**src/rtl/branch_predictor.sv**
```systemverilog
// -----------------------------------------------------------------------------
// branch_predictor
//
// Dynamic branch predictor and resolver. A table of 2-bit saturating counters,
// indexed by pc[IDX_W+1:2], provides a combinational taken/not-taken prediction
// for the fetch PC. The execute stage resolves the branch using the full signed
// and unsigned compare set, trains the table, and raises a registered one-cycle
// mispredict pulse. Saturating statistics counters track branches and
// mispredictions.
//
// Ports:
//   clk, rst_n        clock, asynchronous active-low reset
//   pred_pc           fetch PC to predict
//   pred_taken        prediction for pred_pc (combinational)
//   res_valid         resolve request this cycle
//   res_pc            PC of the resolving instruction
//   res_br_type       branch type code
//   res_rs1, res_rs2  compare operands
//   res_pred_taken    prediction carried down from fetch
//   res_taken         actual outcome (combinational)
//   mispredict        registered one-cycle flush pulse
//   clr_stats         synchronous clear of the statistics counters
//   br_count          resolved conditional branches (saturating)
//   mispred_count     mispredictions (saturating)
// -----------------------------------------------------------------------------
module branch_predictor #(
  parameter  int WIDTH = 32,
  parameter  int DEPTH = 64,
  localparam int IDX_W = $clog2(DEPTH)
) (
  input  logic             clk,
  input  logic             rst_n,
  input  logic [WIDTH-1:0] pred_pc,
  output logic             pred_taken,
  input  logic             res_valid,
  input  logic [WIDTH-1:0] res_pc,
  input  logic [2:0]       res_br_type,
  input  logic [WIDTH-1:0] res_rs1,
  input  logic [WIDTH-1:0] res_rs2,
  input  logic             res_pred_taken,
  output logic             res_taken,
  output logic             mispredict,
  input  logic             clr_stats,
  output logic [WIDTH-1:0] br_count,
  output logic [WIDTH-1:0] mispred_count
);

  typedef enum logic [2:0] {
    BR_NONE = 3'b000,
    BR_NE   = 3'b001,
    BR_EQ   = 3'b010,
    BR_RSV  = 3'b011,
    BR_LT   = 3'b100,
    BR_GE   = 3'b101,
    BR_LTU  = 3'b110,
    BR_GEU  = 3'b111
  } br_type_e;

  logic [1:0]       table_q [DEPTH];
  logic [1:0]       table_d [DEPTH];
  logic             mispredict_q, mispredict_d;
  logic [WIDTH-1:0] br_count_q, br_count_d;
  logic [WIDTH-1:0] mispred_count_q, mispred_count_d;

  logic [IDX_W-1:0] pred_idx, res_idx;
  logic             is_branch;
  logic             taken;
  logic [1:0]       cur_ctr, new_ctr;

  // Only pc[IDX_W+1:2] selects an entry; the remaining PC bits alias freely.
  assign pred_idx = pred_pc[IDX_W+1:2];
  assign res_idx  = res_pc[IDX_W+1:2];

  // Read the registered table only: a same-cycle write is not bypassed.
  assign pred_taken = table_q[pred_idx][1];

  // Resolve: classify the request and evaluate the compare.
  always_comb begin
    // NOTE: every variable gets a default first so no path can infer a latch.
    is_branch = 1'b0;
    taken     = 1'b0;
    case (br_type_e'(res_br_type))
      BR_NE:  begin is_branch = res_valid; taken = (res_rs1 != res_rs2); end
      BR_EQ:  begin is_branch = res_valid; taken = (res_rs1 == res_rs2); end
      BR_LT:  begin is_branch = res_valid; taken = ($signed(res_rs1) <  $signed(res_rs2)); end
      BR_GE:  begin is_branch = res_valid; taken = ($signed(res_rs1) >= $signed(res_rs2)); end
      BR_LTU: begin is_branch = res_valid; taken = (res_rs1 <  res_rs2); end
      BR_GEU: begin is_branch = res_valid; taken = (res_rs1 >= res_rs2); end
      default: ; // BR_NONE and the reserved code are not branches
    endcase
  end

  // Outcome is only reported for a real branch.
  assign res_taken = is_branch & taken;

  // Saturating 2-bit counter training.
  always_comb begin
    cur_ctr = table_q[res_idx];
    if (taken) new_ctr = (cur_ctr == 2'b11) ? cur_ctr : cur_ctr + 2'd1;
    else       new_ctr = (cur_ctr == 2'b00) ? cur_ctr : cur_ctr - 2'd1;
  end

  always_comb begin
    table_d = table_q;
    if (is_branch) table_d[res_idx] = new_ctr;
  end

  // Flush pulse and statistics. clr_stats wins over a same-cycle increment but
  // does not block the table update above.
  always_comb begin
    mispredict_d    = is_branch & (taken != res_pred_taken);
    br_count_d      = br_count_q;
    mispred_count_d = mispred_count_q;
    if (clr_stats) begin
      br_count_d      = '0;
      mispred_count_d = '0;
    end else begin
      if (is_branch && !(&br_count_q))         br_count_d      = br_count_q + 1'b1;
      if (mispredict_d && !(&mispred_count_q)) mispred_count_d = mispred_count_q + 1'b1;
    end
  end

  always_ff @(posedge clk or negedge rst_n) begin
    if (!rst_n) begin
      // NOTE: the table is a real reset target here (every entry must read
      // weakly not-taken out of reset), so it is built from flops, not a RAM.
      for (int i = 0; i < DEPTH; i++) table_q[i] <= 2'b01;
      mispredict_q    <= 1'b0;
      br_count_q      <= '0;
      mispred_count_q <= '0;
    end else begin
      // NOTE: sequential state uses non-blocking assignment so every flop
      // samples its pre-edge inputs regardless of statement order.
      table_q         <= table_d;
      mispredict_q    <= mispredict_d;
      br_count_q      <= br_count_d;
      mispred_count_q <= mispred_count_d;
    end
  end

  assign mispredict    = mispredict_q;
  assign br_count      = br_count_q;
  assign mispred_count = mispred_count_q;

endmodule

```
**config.mk**
```make
export PLATFORM = sky130hd
export DESIGN_NAME = branch_predictor
export DESIGN_NICKNAME = d
export VERILOG_FILES = /design/src/rtl/branch_predictor.sv
export SDC_FILE = /design/constraint.sdc
export NUM_CORES = 1
export LEC_CHECK = 0
export CORE_MARGIN = 3
export CORE_UTILIZATION = 57
export CTS_CLUSTER_SIZE = 40
export DETAILED_ROUTE_END_ITERATION = 10
export PLACE_DENSITY_LB_ADDON = 0.05
export SLEW_MARGIN = 30
export SYNTH_ARGS = -nofsm -noshare
export SYNTH_HDL_FRONTEND = slang
export SYNTH_SLANG_ARGS = --single-unit
export TNS_END_PERCENT = 50
```
**constraint.sdc**
```tcl
create_clock -name clk -period 8.75 [get_ports clk]
set_input_delay 1.75 -clock clk [delete_from_list [all_inputs] [get_ports clk]]
set_output_delay 1.75 -clock clk [all_outputs]
set_load 0.01 [all_outputs]
```
## Word-level counts from Yosys, hierarchy flattened

Index checks and enable logic that the tools add are counted.

| storage, ports and cells | value |
|---|---|
| logic and storage cells | 121 |
| register bits | 193 |
| output and inout bits | 67 |
| input port bits | 136 |

| cells by class | value |
|---|---|
| eq/ne operators | 10 |
| bitwise logic cells | 4 |
| add/subtract/negate cells | 4 |
| order comparisons | 7 |
| muxes and demuxes | 18 |
| reduce and logical (&&, ||, !) cells | 11 |

Operator list:

| cell | count |
|---|---|
| 128-bit bitwise mux | 1 |
| 32-bit two-way mux | 4 |
| 32-bit by 1-bit adder with 32-bit output (second input constant) | 2 |
| 32-bit greater-or-equal comparator | 2 |
| 32-bit less-than comparator | 2 |
| 32-bit AND reduction | 2 |
| 32-bit equality test | 1 |
| 32-bit inequality test | 1 |
| 2-bit binary-select mux with 6-bit select | 2 |
| 2-bit two-way mux | 8 |
| 7-bit greater-or-equal comparator (second input constant) | 2 |
| 6-bit NOT with 7-bit output | 2 |
| 2-bit demux with 6-bit select | 1 |
| 3-bit equality test (second input constant) | 4 |
| 7-bit by 1-bit less-than comparator with 1-bit output (second input constant) | 1 |
| 1-bit case mux with 6 select lines | 1 |
| 6-bit OR reduction | 1 |
| 2-bit nonzero test | 2 |
| 3-bit by 1-bit equality test with 1-bit output (second input constant) | 1 |
| 3-bit by 2-bit equality test with 1-bit output (second input constant) | 1 |
| 1-bit logical AND | 3 |
| 2-bit by 1-bit adder with 2-bit output (second input constant) | 1 |
| 1-bit AND | 2 |
| 2-bit equality test (second input constant) | 1 |
| other kinds (5) | 6 |

## Logic depth before layout (Yosys ltp)

Gate-level depths: netlist (run 1).

| depth | value |
|---|---|
| depth in word-level cells | 8 |
| depth in mapped cells | 14 |
| depth with buffers taken out | 11 |

## Worst setup path after synthesis (run 1)

Ideal clock, no wire load.

| timing path | value |
|---|---|
| path type | input port to output port |
| from | input pred_pc[2] |
| to | output pred_taken |
| data required time | 7000 ps |
| buffers on the path | 2 |
| path slack | 2810 ps |
| arrival | 4190 ps |
| stages on the path | 5 |
| cell sequence | clkbuf_1 buf_1 mux4_2 mux4_2 mux4_2 |

| on the way | value |
|---|---|
| cells in the longest elaborated chain, start to end | 4 |

RTL lines:

| what | RTL line | RTL |
|---|---|---|
| start, declared | 33 | `input logic [WIDTH-1:0] pred_pc,` |
| 6-bit NOT with 7-bit output (not written as such) | 75 | `assign pred_taken = table_q[pred_idx][1];` |
| 2-bit binary-select mux with 6-bit select | 75 |  |
| 2-bit two-way mux (not written as such) (2 in series) | 75 |  |
| end, declared | 34 | `output logic pred_taken,` |

No other way between the ends. The select of a mux whose other input is x is not followed.

## Worst setup path in the final report (run 1)

| timing path | value |
|---|---|
| from | input res_rs2[14] |
| to | output res_taken |

| on the way | value |
|---|---|
| cells in the longest elaborated chain, start to end | 3 |
| elaborated cells between the ends (all ways) | 8 |
| those cells by class | 4 x order compare; 2 x eq/ne; 1 x mux; 1 x bitwise |

RTL lines:

| what | RTL line | RTL |
|---|---|---|
| start, declared | 39 | `input logic [WIDTH-1:0] res_rs2,` |
| 32-bit greater-or-equal comparator (tied with other cells) | 88 | `BR_GEU: begin is_branch = res_valid; taken = (res_rs1 >= res_rs2); end` |
| 1-bit case mux with 6 select lines * | 82 | `case (br_type_e'(res_br_type))` |
| 1-bit AND * | 94 | `assign res_taken = is_branch & taken;` |
| end, declared | 41 | `output logic res_taken,` |

Every way passes the cells marked *; elsewhere a longest branch is shown, timed or not.

==> out/results.txt, run 1 <==
The run finished with clean final reports. The setup fix buffers added after clock tree synthesis was 0; the number of synthesis warnings was 0. Share of the clock period used by the worst path: 76.7%. Gates resized during post-CTS repair numbered 0. Count of endpoints failing hold in the final timing report: 0. For this block, the initial DRC count from the detailed router was 801. The filler cells instantiated in the layout total 1415. For this block, the via count after detailed routing is 9421. The number of flops mapped to enable cells by yosys was 0. The slowest stage of the critical path is the clkdlybuf4s50_1 cell. The H-tree was split into 4 levels. Counting buffers and inverters, the worst setup path is 12 cells deep. Power per unit of standard cell area: 164 nW/um^2. Setup violations remaining at the end of the flow were counted as 0. The synthesized design contains 193 register bits. The root buffer cell chosen for the clock tree is clkbuf_16. Final RePlAce weighted congestion: 0.857.

A synthesized cell averages 9.30 um^2. The layout net count came out at 1454. The number of nets in the synthesized netlist is 1335.

The detail route stage leaves a number of antenna-violating nets equal to 0. The footprint of the flip-flops and latches was 4910 um^2; the antenna diode count was 0. After detailed routing, the number of remaining DRC violations is 0.

The starting density of the core was 59.1%; the detailed-router iteration count before antenna repair was 5. Of the total synthesized cell area, the portion taken by XOR and XNOR cells is 2.43%. VDD sags by at most 0.128 mV. Category of the most critical setup path: in2out. Entering global routing, the biggest net connects 127 pins.

The area growth from synthesis to layout works out to 20.9%. For the pin with the worst max-slew slack, the measured transition is 1010 ps. The tools report the achievable clock frequency as 149 MHz. The critical path required time came out at 7000 ps. Dividing the detail-routed via count by the number of cells gives 6.17. Setup repair after global routing left no endpoint under its margin. After routing the design area is 13100 um^2.

Fraction of the mapped netlist area in adder cells: 4.03%. Traced cell by cell, the critical path runs through clkdlybuf4s50_1 -> inv_1 -> ha_1 -> nand4_1 -> nor2_1 -> a221o_1 -> o31ai_1 -> a21oi_1 -> a31oi_1 -> a31o_2 -> nor2_1 -> clkdlybuf4s50_1. The data arrival time at the worst-slack endpoint is 4960 ps, and the max-slew violation count is 0. The total global routing overflow was 0.

For this run, the leading register cell type out of synthesis is dfrtp_1. In this run the cell area measured after placement is 12500 um^2. The worst hold path belongs to the class reg2reg. For the via count of the first global-routing pass, the log shows 9157. Summing the areas of all compound-gate instances in the mapped netlist gives 15.8% of the synthesized area. After clock tree synthesis, the clock-pin slew on the worst setup and hold paths is 70 ps. The area taken by multi-input logic gates was 5480 um^2; the layout cell share with drive strength beyond 1 was 12.9%. Height of the die: 144 um.

In the global route stage, overall resource usage came out at 28.1%. The tools report the kind of end point of the critical path as an output pin. The slack of the worst reg-to-reg path was 5080 ps; the routed wirelength normalized by instance count was 18.7 um. By area, the combinational part of the netlist is dominated by simple AND/OR/NAND/NOR gates. Across the routed clock network, the largest skew measured is 12.9 ps. The type of origin of the critical path is an input port. Together, buffers and inverters on the worst path number 3. The number of cells traversed by the worst hold path works out to 2. After Yosys synthesis, and, or, nand and nor cells account for 20.2% of the synthesized area. The area of the mapped netlist was 10800 um^2; the global-route wire length before repair was 46600 um. The initialized floorplan defines 49 standard-cell rows. Clock latency on the worst-skew pair, taken at its later pin, is 440 ps.

The core region area is 18300 um^2, and the area of the die is 20700 um^2. Counting cells, the worst reg-to-reg path comes to 8. The final wirelength is 28600 um, and the number of buffers added on ports is 150.

Adding up every negative setup slack in the final design gives 0 ps. TritonCTS built the clock tree. The tools report the number of clock sinks as 193.

203 I/O pins were placed. In this run the worst path has a maximum fanout of 5. Buffers inserted to repair hold after CTS numbered 0.

After synthesis, the share of flip-flops with an asynchronous set or reset is 100%. The leakage dissipation came out at 0.00525 uW. Category of cells accounting for the largest share of critical-path delay: compound AO/OA/AOI/OAI gates. The tools report the initial antenna violation count as 0. For the finished layout, the period the worst path requires is 6710 ps.

The maximum root-to-sink buffer count came out at 2. Counting the buffers created by CTS gives 17. Across the run, the number of max-cap violations was 0.

The mux contribution to synthesized area is 7.90%, and the half-perimeter wire length of the detailed placement result is 19100 um. The delay contributed by the slowest stage of the critical path works out to 550 ps. The share of synthesized area occupied by flip-flops and latches came out at 45.3%. The synthesized netlist contains 66 unique library cells. The floorplan step set the die width to 144 um. Synthesis produced a netlist whose cell count is 1165. Measured against its own limit, the worst slew margin works out to 32.1%.
==> final timing paths <==
kind / endpoint / start
setup / recovery: res_taken / res_rs2[14]
max in group asynchronous: mispred_count[19] / rst_n
min in group asynchronous: table_q[21] / rst_n
hold / removal: table_q[24] / table_q[24]
hold reg to reg: table_q[24] / table_q[24]
setup reg to reg: mispred_count[12] / mispred_count[3]
==> kinds of logic (layout without fill, tap and decap cells) <==
family / count (synthesis) / in the layout
AOI/OAI and AO/OA: 275 / 275
xor gates and xnor gates: 30 / 30
adders and majority gates: 35 / 35
buffers and inverters: 117 / 249
DFF: 193 / 193
muxes: 57 / 57
and+or+nand+nor: 458 / 458
==> routing by layer <==
layer  vias to the layer above  part of all wire [%]  track usage [%]
li1                       4421                     -                -
met1                      4597                    44             39.3
met2                       357                    48             45.6
met3                        46                   6.7             5.29
met4                         0                   1.7             7.09
met5                         -                     0                0
==> state kept, by name, summed over array words and instances, names as in the netlist <==
name / cells
br_count: 32
mispred_count: 32
mispredict: 1
table_q: 128
==> Yosys cell counts, types with 23 or more instances <==
library cell | n | share of area [%]
nand2_1 | 187 | 6.5
dfstp_2 | 64 | 16
nand4_1 | 24 | 1.4
xor2_1 | 23 | 1.9
dfrtp_1 | 129 | 30
o21ai_0 | 64 | 3.0
inv_1 | 55 | 1.9
ha_1 | 34 | 3.9
nand3_1 | 35 | 1.6
a21oi_1 | 57 | 2.6
clkbuf_1 | 39 | 1.4
nor2_1 | 104 | 3.6
a22oi_1 | 38 | 2.6
o21ai_1 | 48 | 2.2
==> through the flow <==
stage | hold WS [ps] | total power [uW] | setup slack [ps] | utilization, % | cells
final | 464 | 2150 | 2040 | 71.4 | 1526
after global routing | 481 | 2240 | 1860 | 71.4 | 1526
after CTS | 464 | 2150 | 2030 | 71.2 | 1525
after detailed placement | 454 | 1370 | 2060 | 67.9 | 1493
after global placement | 447 | 1360 | 2130 | 67.9 | 1493
after floorplan | 442 | 1230 | 2810 | - | 1165
==> cells in the final DEF, fill, tap and decap left out, types with 17 or more instances in the layout <==
| cell | count |
|---|---|
| a21oi_1 | 57 |
| o21ai_1 | 48 |
| ha_1 | 34 |
| nand3_1 | 35 |
| clkbuf_16 | 17 |
| nor2_1 | 103 |
| nor2b_1 | 17 |
| mux2i_1 | 21 |
| inv_1 | 55 |
| xor2_1 | 23 |
| a22oi_1 | 38 |
| mux4_2 | 21 |
| dfstp_2 | 64 |
| clkdlybuf4s50_1 | 148 |
| nand4_1 | 24 |
| o21ai_0 | 64 |
| dfrtp_1 | 129 |
| nand2_1 | 187 |
==> where the power goes <==
part           total (uW)  internal (uW)  switching (uW)
Clock                 789            409             380
Combinational         321            136             185
Sequential           1040            988            51.0
==> cell type report <==
type / count / area share, %
Clock buffer: 18 / 3.28
Clock inverter: 14 / 1.25
Inverter: 55 / 1.58
Multi-Input combinational cell: 855 / 41.9
Sequential cell: 193 / 37.5
Tap cell: 229 / 2.19
Timing Repair Buffer: 162 / 12.3
==> tightest hold or removal path, delay by kind of cell (launching register included) <==
kind / cells / cell delay, ps
compound gates: 1 / 50
simple gates: 1 / 40
flops: 1 / 370
No activity file was read; power rests on OpenSTA's default activity.
==> run 2, diff against run 1 <==
--- a/config.mk
+++ b/config.mk
@@ -6,7 +6,7 @@
 export NUM_CORES = 1
 export LEC_CHECK = 0
 export CORE_MARGIN = 3
-export CORE_UTILIZATION = 57
+export CORE_UTILIZATION = 48
 export CTS_CLUSTER_SIZE = 40
 export DETAILED_ROUTE_END_ITERATION = 10
 export PLACE_DENSITY_LB_ADDON = 0.05
==> constraint.sdc (replaced) <==
create_clock -name clk -period 5.8 [get_ports clk]
set_input_delay 1.16 -clock clk [delete_from_list [all_inputs] [get_ports clk]]
set_output_delay 1.16 -clock clk [all_outputs]
set_load 0.01 [all_outputs]
==> out/results.txt, run 2 (same netlist as run 1, synthesis figures left out) <==
The setup fix buffers added after clock tree synthesis was 0 (unchanged). Most frequent standard cell in the layout excluding fill and tap cells: nand2_1 (unchanged). The layout cell share with drive strength beyond 1 was 14.1% (was 12.9%). The pin count of the biggest net entering global routing was 101 (was 127). The run gives 3240 uW (was 2150 uW) as the post-route total power. Flip-flop count of the largest register after layout: 128 (unchanged). For the half-perimeter wire length of the detailed placement result, the log shows 20000 um (was 19100 um). The type of origin of the critical path is an input port (unchanged). The total global routing overflow was 0 (unchanged); the critical path required time was 4640 ps (was 7000 ps). The tools report the clock root buffer master as clkbuf_16 (unchanged). The tools report the initial antenna violation count as 0 (unchanged).

The tools report the kind of end point of the critical path as an output pin (unchanged). The number of clock sinks came out at 193 (unchanged). The data arrival time at the worst-slack endpoint came out at 4080 ps (was 4960 ps). Slew of the pin with the lowest slew margin: 818 ps (was 1010 ps). The final wirelength is 28700 um (was 28600 um), and the via total after detailed routing is 9171 (was 9421). The maximum level of the CTS H-tree was 4 (unchanged). The share of total power in combinational logic is 15.5% (was 14.9%), and the clock-pin slew of the registers on the worst-case setup and hold paths is 70 ps (about the same).

The max-slew violation count came out at 0 (unchanged). Highest-count cells in the layout ignoring fill and taps: nand2_1 (187), clkdlybuf4s50_1 (148), dfrtp_1 (129) (unchanged). The tools report the register share of total power as 48.3% (was 48.4%).

The number of gates resized after CTS is 0 (unchanged). The number of buffers added on ports was 150 (unchanged). Achievable clock frequency: 191 MHz. The number of inserted filler cells in the final layout came out at 1920 (was 1415).

The number of buffers inserted for hold repair after clock tree synthesis came out at 0 (unchanged). The category of the most critical setup path was in2out (unchanged). The per-cell via count in the routed design was 5.74 (was 6.17). The source-to-sink clock delay at the later pin of the worst-skew pair came out at 440 ps (about the same). The global-route wire length before repair is 47200 um (was 46600 um), and the width of the die is 156 um (was 144 um). Residual antenna-violating net count after detailed routing: 0 (unchanged). Top register by number of flip-flops: table_q (unchanged). Number of violations reported at the end of detailed-routing iteration 0: 736 (was 801). The net switching power figure is 947 uW (was 616 uW), and the post-detailed-route DRC marker count is 0 (unchanged). The class of the most critical hold timing path was reg2reg (unchanged). The number of clock buffers inserted by TritonCTS came out at 17 (unchanged).

The internal power summed over all cells is 2290 uW (was 1530 uW). The tools report the total of max-cap violations as 0 (unchanged). In the finished design, the share of the clock period the worst path needs comes to 90.4%.

The maximum fanout along the worst path works out to 4 (was 5). Setup repair after global routing left no endpoint under its margin. The logs give 1474 (was 1454) for the layout net count and 22000 um^2 (was 18300 um^2) for the core region area. The tools report the worst slew slack as a fraction of its limit as 45.3% (was 32.1%).

The worst hold margin is 460 ps (was 464 ps), and the cell count after placement is 1565 (was 1493). The I/O pin count came out at 203 (unchanged). The routed wirelength normalized by instance count was 18.0 um (was 18.7 um); the detailed-router iteration count before antenna repair was 5 (unchanged). For the count of endpoints failing hold in the final timing report, the log shows 0 (unchanged).

The number of standard-cell rows in the floorplan came out at 54 (was 49). For the number of failing setup endpoints in the final timing report, the log shows 0 (unchanged). The logs give 49.2% (was 59.1%) for the starting density of the core and 0 ps (unchanged) for the setup total negative slack. The proportion of total power due to net switching works out to 29.2% (was 28.7%).

Count of placed standard cells in the final layout, fillers left out: 1597 (was 1526). The logs give 23.9% (was 28.1%) for the total track usage and 0 (unchanged) for the antenna diode count. The maximum root-to-sink buffer count was 2 (unchanged); the area of the die was 24400 um^2 (was 20700 um^2).

For the proportion of power drawn by the clock network, the log shows 36.2% (was 36.7%). TritonCTS built the clock tree. The run finished with clean final reports. The area growth from synthesis to layout was 23.1% (was 20.9%); the height of the die was 156 um (was 144 um). The tools report the setup clock skew after layout as 13.7 ps (was 12.9 ps). The run gives 9134 (was 9157) as the via count of the first global-routing pass.

The final RePlAce weighted congestion was 0.841 (was 0.857); the power per unit of standard cell area was 243 nW/um^2 (was 164 nW/um^2). The worst-case vdd ir drop is 0.177 mV (was 0.128 mV). The smallest clock period supported by the final layout is computed as 5240 ps. The tools report the leakage dissipation as 0.00536 uW (was 0.00525 uW).
-- run 2: cell type report --
cell class / count / area (um^2) / area share [%]
Sequential cell: 193 / 4910 / 36.8
Clock inverter: 15 / 161 / 1.21
Inverter: 55 / 206 / 1.55
Clock buffer: 17 / 425 / 3.19
Multi-Input combinational cell: 855 / 5470 / 41.0
Tap cell: 280 / 350 / 2.63
Timing Repair Buffer: 182 / 1810 / 13.6
-- run 2: worst paths after layout --
kind / startpoint / end / slack, ps / cells after the start
worst max-delay path: res_rs2[13] / res_taken / 560 / 12
worst min-delay path: table_q[90] / table_q[90] / 460 / 2
worst max register to register: mispred_count[3] / mispred_count[12] / 2220 / 8
worst min register to register: table_q[90] / table_q[90] / 460 / 2
max in group asynchronous: rst_n / table_q[119] / 3820 / 2
min in group asynchronous: rst_n / table_q[93] / 810 / 1
-- run 2: power groups by stage --
stage	clock network [uW]	registers (uW)	logic, uW
after floorplan	0	1560	299
after global placement	0	1580	492
after detailed placement	0	1590	505
after CTS	1200	1560	506
after global routing	1260	1580	563
final	1170	1570	503
-- run 2: routing by layer --
metal	track usage, %	share of wire, %
met5	0	0
met4	6.50	1.7
met3	5.67	6.0
met2	37.9	46
met1	33.4	46
-- run 2: critical path, stage by stage --
cell,delay [ps]
clkdlybuf4s50_1,450
inv_1,40
ha_1,280
nand4_1,230
nor2_1,70
a221o_1,330
o31ai_1,370
a21oi_1,120
a31oi_1,230
a31o_2,230
nor2_1,40
clkdlybuf4s50_1,520
-- run 2: stage by stage --
step           cell area (um^2)  worst slack, ps  utilization [%]
2_1_floorplan             10800             1040                -
3_3_place_gp              12700              532             57.8
3_5_place_dp              12700              556             57.9
4_1_cts                   13300              543             60.5
5_1_grt                   13300              370             60.5
6_report                  13300              559             60.5
==> run 3, diff against run 2 <==
--- a/config.mk
+++ b/config.mk
@@ -5,8 +5,9 @@
 export SDC_FILE = /design/constraint.sdc
 export NUM_CORES = 1
 export LEC_CHECK = 0
+export ABC_AREA = 1
 export CORE_MARGIN = 3
-export CORE_UTILIZATION = 48
+export CORE_UTILIZATION = 41
 export CTS_CLUSTER_SIZE = 40
 export DETAILED_ROUTE_END_ITERATION = 10
 export PLACE_DENSITY_LB_ADDON = 0.05
==> out/results.txt, run 3 <==
The run gives 1010 uW (was 947 uW) as the net switching power figure. For the slack of the worst reg-to-reg path, the log shows 3020 ps (was 2220 ps). The number of clock sinks is 193 (unchanged), and the number of synthesis warnings is 0 (unchanged).

The destination of the worst register-to-register timing path is mispred_count[8] (was mispred_count[12]). The flip-flop count of the largest register after layout works out to 128 (unchanged). Final critical path time including I/O delays and setup: 4960 ps (was 5240 ps). The proportion of power drawn by the clock network was 37.8% (was 36.2%). The category of the most critical setup path was in2out (unchanged). The post-detailed-route DRC marker count is 0 (unchanged). Top register by number of flip-flops: table_q (unchanged). The tools report the total of max-cap violations as 0 (unchanged).

Fraction of the mapped netlist area in adder cells: 3.50% (was 4.03%). The number of cells traversed by the worst hold path was 2 (unchanged); the number of gates resized after CTS was 0 (unchanged). The run gives 17200 um (was 13400 um) as the met1 layer wirelength in the final routing.

The tools report the final wirelength as 39300 um (was 28700 um). The proportion of total power due to net switching was 29.5% (was 29.2%); the detailed-router iteration count before antenna repair was 5 (unchanged). The total buffers and inverters traversed by the critical path works out to 5 (was 3). The power per unit of standard cell area is 233 nW/um^2 (was 243 nW/um^2). Kind of end point of the critical path: an output pin (unchanged).

The end point of the most critical hold path was table_q[34] (was table_q[90]). The uppermost layer routed was met4 (unchanged). The number of synthesized register bits was 193 (unchanged). Most frequent cell on the critical path: nand2_1. The area growth from synthesis to layout was 21.1% (was 23.1%); the area fraction in compound gates after synthesis was 10.0% (was 15.8%). The slew of the pin with the lowest slew margin works out to 836 ps (was 818 ps). The mux contribution to synthesized area was 0% (was 7.90%); the area of the die was 31700 um^2 (was 24400 um^2). The cell count after placement was 2242 (was 1565); the setup clock skew after layout was 11.0 ps (was 13.7 ps).

The clock-pin slew of the registers on the worst-case setup and hold paths was 70 ps (about the same); the worst slew slack as a fraction of its limit was 44.3% (was 45.3%). The share of flip-flops with an asynchronous set or reset after synthesis is 100% (unchanged), and the number of unique standard cell types used by synthesis is 45 (was 66). The run gives 14100 um^2 (was 12700 um^2) as the placed instance area. Clock root buffer master: clkbuf_16 (unchanged). Total track usage: 25.2% (was 23.9%).

The achievable clock frequency is 202 MHz (was 191 MHz), and the via total after detailed routing is 12215 (was 9171). The core occupancy in the finished layout came out at 50.8% (was 60.5%). The max-slew violation count was 0 (unchanged). The maximum level of the CTS H-tree is 4 (unchanged), and the worst-case vdd ir drop is 0.194 mV (was 0.177 mV). Category of cells accounting for the largest share of critical-path delay: buffers and inverters (was compound AO/OA/AOI/OAI gates). TritonCTS built the clock tree. The logic depth of the worst register-to-register path came out at 13 (was 8). The initial antenna violation count was 0 (unchanged). Highest-count cells in the layout ignoring fill and taps: nand2_1 (516), inv_1 (201), nand3_1 (198) (was nand2_1 (187), clkdlybuf4s50_1 (148), dfrtp_1 (129)). The post-synthesis cell count came out at 1750 (was 1165). The run gives 0 (unchanged) as the count of endpoints failing hold in the final timing report. The height of the die is 178 um (was 156 um). The register share of total power is 44.9% (was 48.3%), and the source-to-sink clock delay at the later pin of the worst-skew pair is 450 ps (was 440 ps). Critical path required time: 4640 ps (about the same). The cell with the most instances after synthesis is nand2_1 (unchanged).

The layout cell share with drive strength beyond 1 is 7.67% (was 14.1%), and the half-perimeter wire length of the detailed placement result is 26200 um (was 20000 um). Core region area: 28900 um^2 (was 22000 um^2). The top cell type's share of synthesized area is 26.6% (was 29.8%). For the setup fix buffers added after clock tree synthesis, the log shows 0 (unchanged).

Global-route wire length before repair: 63000 um (was 47200 um). Routed wirelength normalized by instance count: 17.3 um (was 18.0 um). The class of the most critical hold timing path is reg2reg (unchanged).

The number of violations reported at the end of detailed-routing iteration 0 came out at 1034 (was 736). The run gives 0 (unchanged) as the total global routing overflow. The internal power summed over all cells is 2410 uW (was 2290 uW), and the setup total negative slack is 0 ps (unchanged). The run gives 12100 um^2 (was 10800 um^2) as the area of the mapped netlist. For the I/O pin count, the log shows 203 (unchanged).

The most frequent standard cell in the layout excluding fill and tap cells was nand2_1 (unchanged). The tools report the data arrival time at the worst-slack endpoint as 3800 ps (was 4080 ps). The run gives 2274 (was 1597) as the count of placed standard cells in the final layout, fillers left out. Commonest cells in the netlist: nand2_1 (519), inv_1 (201), nand3_1 (198) (was nand2_1 (187), dfrtp_1 (129), nor2_1 (104)).

Leakage dissipation: 0.00669 uW (was 0.00536 uW). The per-cell via count in the routed design is 5.37 (was 5.74). The mean instance size in the synthesized netlist is 6.94 um^2 (was 9.30 um^2). The share of total power in combinational logic is 17.2% (was 15.5%). The number of flops mapped to enable cells by yosys was 0 (unchanged); the number of standard-cell rows in the floorplan was 62 (was 54).

The launch point of the worst hold path is table_q[34] (was table_q[90]). Source of the worst register-to-register timing path: mispred_count[0] (was mispred_count[3]). The residual antenna-violating net count after detailed routing was 0 (unchanged); the total non-filler cell area in the finished layout was 14700 um^2 (was 13300 um^2). The post-route total power was 3420 uW (was 3240 uW); the post-synthesis net count was 1920 (was 1335). The dominant cell type by area after synthesis is dfrtp_1 (unchanged). The layout net count is 2047 (was 1474), and the maximum root-to-sink buffer count is 2 (unchanged). The pin count of the biggest net entering global routing came out at 96 (was 101).

The maximum fanout along the worst path is 4 (unchanged). Number of failing setup endpoints in the final timing report: 0 (unchanged). Type of origin of the critical path: an input port (unchanged).

The commonest register cell after synthesis was dfrtp_1 (unchanged). The main combinational cell family by area after synthesis is simple AND/OR/NAND/NOR gates (unchanged). The cell type of the slowest stage on the worst timing path was clkdlybuf4s50_1 (unchanged).

The antenna diode count is 0 (unchanged). Setup repair after global routing left no endpoint under its margin. The width of the die is 178 um (was 156 um), and the final RePlAce weighted congestion is 0.909 (was 0.841). The number of buffers inserted for hold repair after clock tree synthesis is 0 (unchanged), and the length of routed met3 wiring is 2230 um (was 1720 um). The delay contributed by the slowest stage of the critical path is 560 ps (was 520 ps). The share of the clock period used by the worst path is 85.5% (was 90.4%). The share of synthesized area occupied by flip-flops and latches is 40.4% (was 45.3%). The amount of wire on met2 after detailed routing was 19000 um (was 13200 um); the number of buffers added on ports was 150 (unchanged).

Number of clock buffers inserted by TritonCTS: 17 (unchanged). CP Cell Sequence: clkdlybuf4s50_1 -> inv_1 -> ha_1 -> nand2_1 -> inv_1 -> nand2_1 -> nand2_1 -> nand2_1 -> nand3_1 -> a21oi_1 -> nand3_1 -> nand3_1 -> nand2_1 -> nand3_1 -> inv_1 -> nor2_1 -> clkdlybuf4s50_1 (was clkdlybuf4s50_1 -> inv_1 -> ha_1 -> nand4_1 -> nor2_1 -> a221o_1 -> o31ai_1 -> a21oi_1 -> a31oi_1 -> a31o_2 -> nor2_1 -> clkdlybuf4s50_1). The run finished with clean final reports.

The tools report the starting density of the core as 42.0% (was 49.2%). Largest cells by area after synthesis: dfrtp_1 (27%), nand2_1 (16%), dfstp_2 (14%) (was dfrtp_1 (30%), dfstp_2 (16%), nand2_1 (6.5%)). The via count of the first global-routing pass is 12021 (was 9134), and the fraction of the mapped netlist area in simple logic gates is 35.5% (was 20.2%). The xor-xnor portion of the synthesized cell area is 1.44% (was 2.43%).
run 3: cell count changes in the layout (fill, tap and decap cells not counted), moves of 12 or more:
| cell | before | now |
|---|---|---|
| inv_1 | 55 | 201 |
| nand2_1 | 187 | 516 |
| nand3_1 | 35 | 198 |
| nor3_1 | 12 | 62 |
| mux4_2 | 21 | 0 |
| nor2b_1 | 18 | 0 |
| or4_1 | 15 | 0 |
| nor2_1 | 104 | 190 |
| mux2_2 | 14 | 0 |
| o21ai_1 | 48 | 3 |
| o21ai_0 | 64 | 87 |
| mux2i_1 | 21 | 0 |
| a22oi_1 | 38 | 12 |
| o31ai_1 | 15 | 3 |
run 3: tightest hold or removal path, delay by kind of cell (launching register included):
family,cells,cell delay [ps]
flip-flops,1,370
AND/OR/NAND/NOR,2,90
run 3: stage by stage:
stage	hold WS [ps]	worst slack (ps)
global placement	454	827
global route	478	531
detailed placement	456	801
floorplan	446	2010
CTS	468	795
finish	466	844
run 3: cell type report:
class	count	area, um^2
clock inverter	10	146
clock buffer	22	484
timing repair buffer	175	1750
sequential	193	4910
tap	384	480
inverter	213	800
multi-input combinational	1277	6130
fill	2837	14200
run 3: routing by layer:
layer | vias up | GRT usage [%]
met1 | 5778 | 33.3
li1 | 5955 | -
met4 | 0 | 8.44
met2 | 419 | 42.6
met5 | - | 0
met3 | 63 | 3.45
run 3: cell families (layout without fill, tap and decap cells):
logic type	after synthesis	count (layout)
xor gates and xnor gates	20	20
buffers and inverters	280	420
DFF	193	193
AOI/OAI and AO/OA	204	204
adders and majority gates	34	34
and+or+nand+nor	1019	1019
run 3: how the worst max path moves through the flow:
| stage | from | endpoint | depth (start not counted) |
|---|---|---|---|
| after floorplan | pred_pc[2] | pred_taken | 9 |
| after global placement | res_rs2[19] | res_taken | 17 |
| after detailed placement | res_rs2[19] | res_taken | 17 |
| after CTS | res_rs2[19] | res_taken | 17 |
| after global routing | res_rs2[31] | res_taken | 16 |
| final | res_rs2[19] | res_taken | 17 |
run 3: power by group through the flow:
stage               sequential (uW)  clock [uW]  combinational (uW)
floorplan                      1540           0                 336
global placement               1560           0                 582
detailed placement             1560           0                 591
CTS                            1540        1320                 593
global route                   1550        1380                 654
finish                         1540        1300                 590
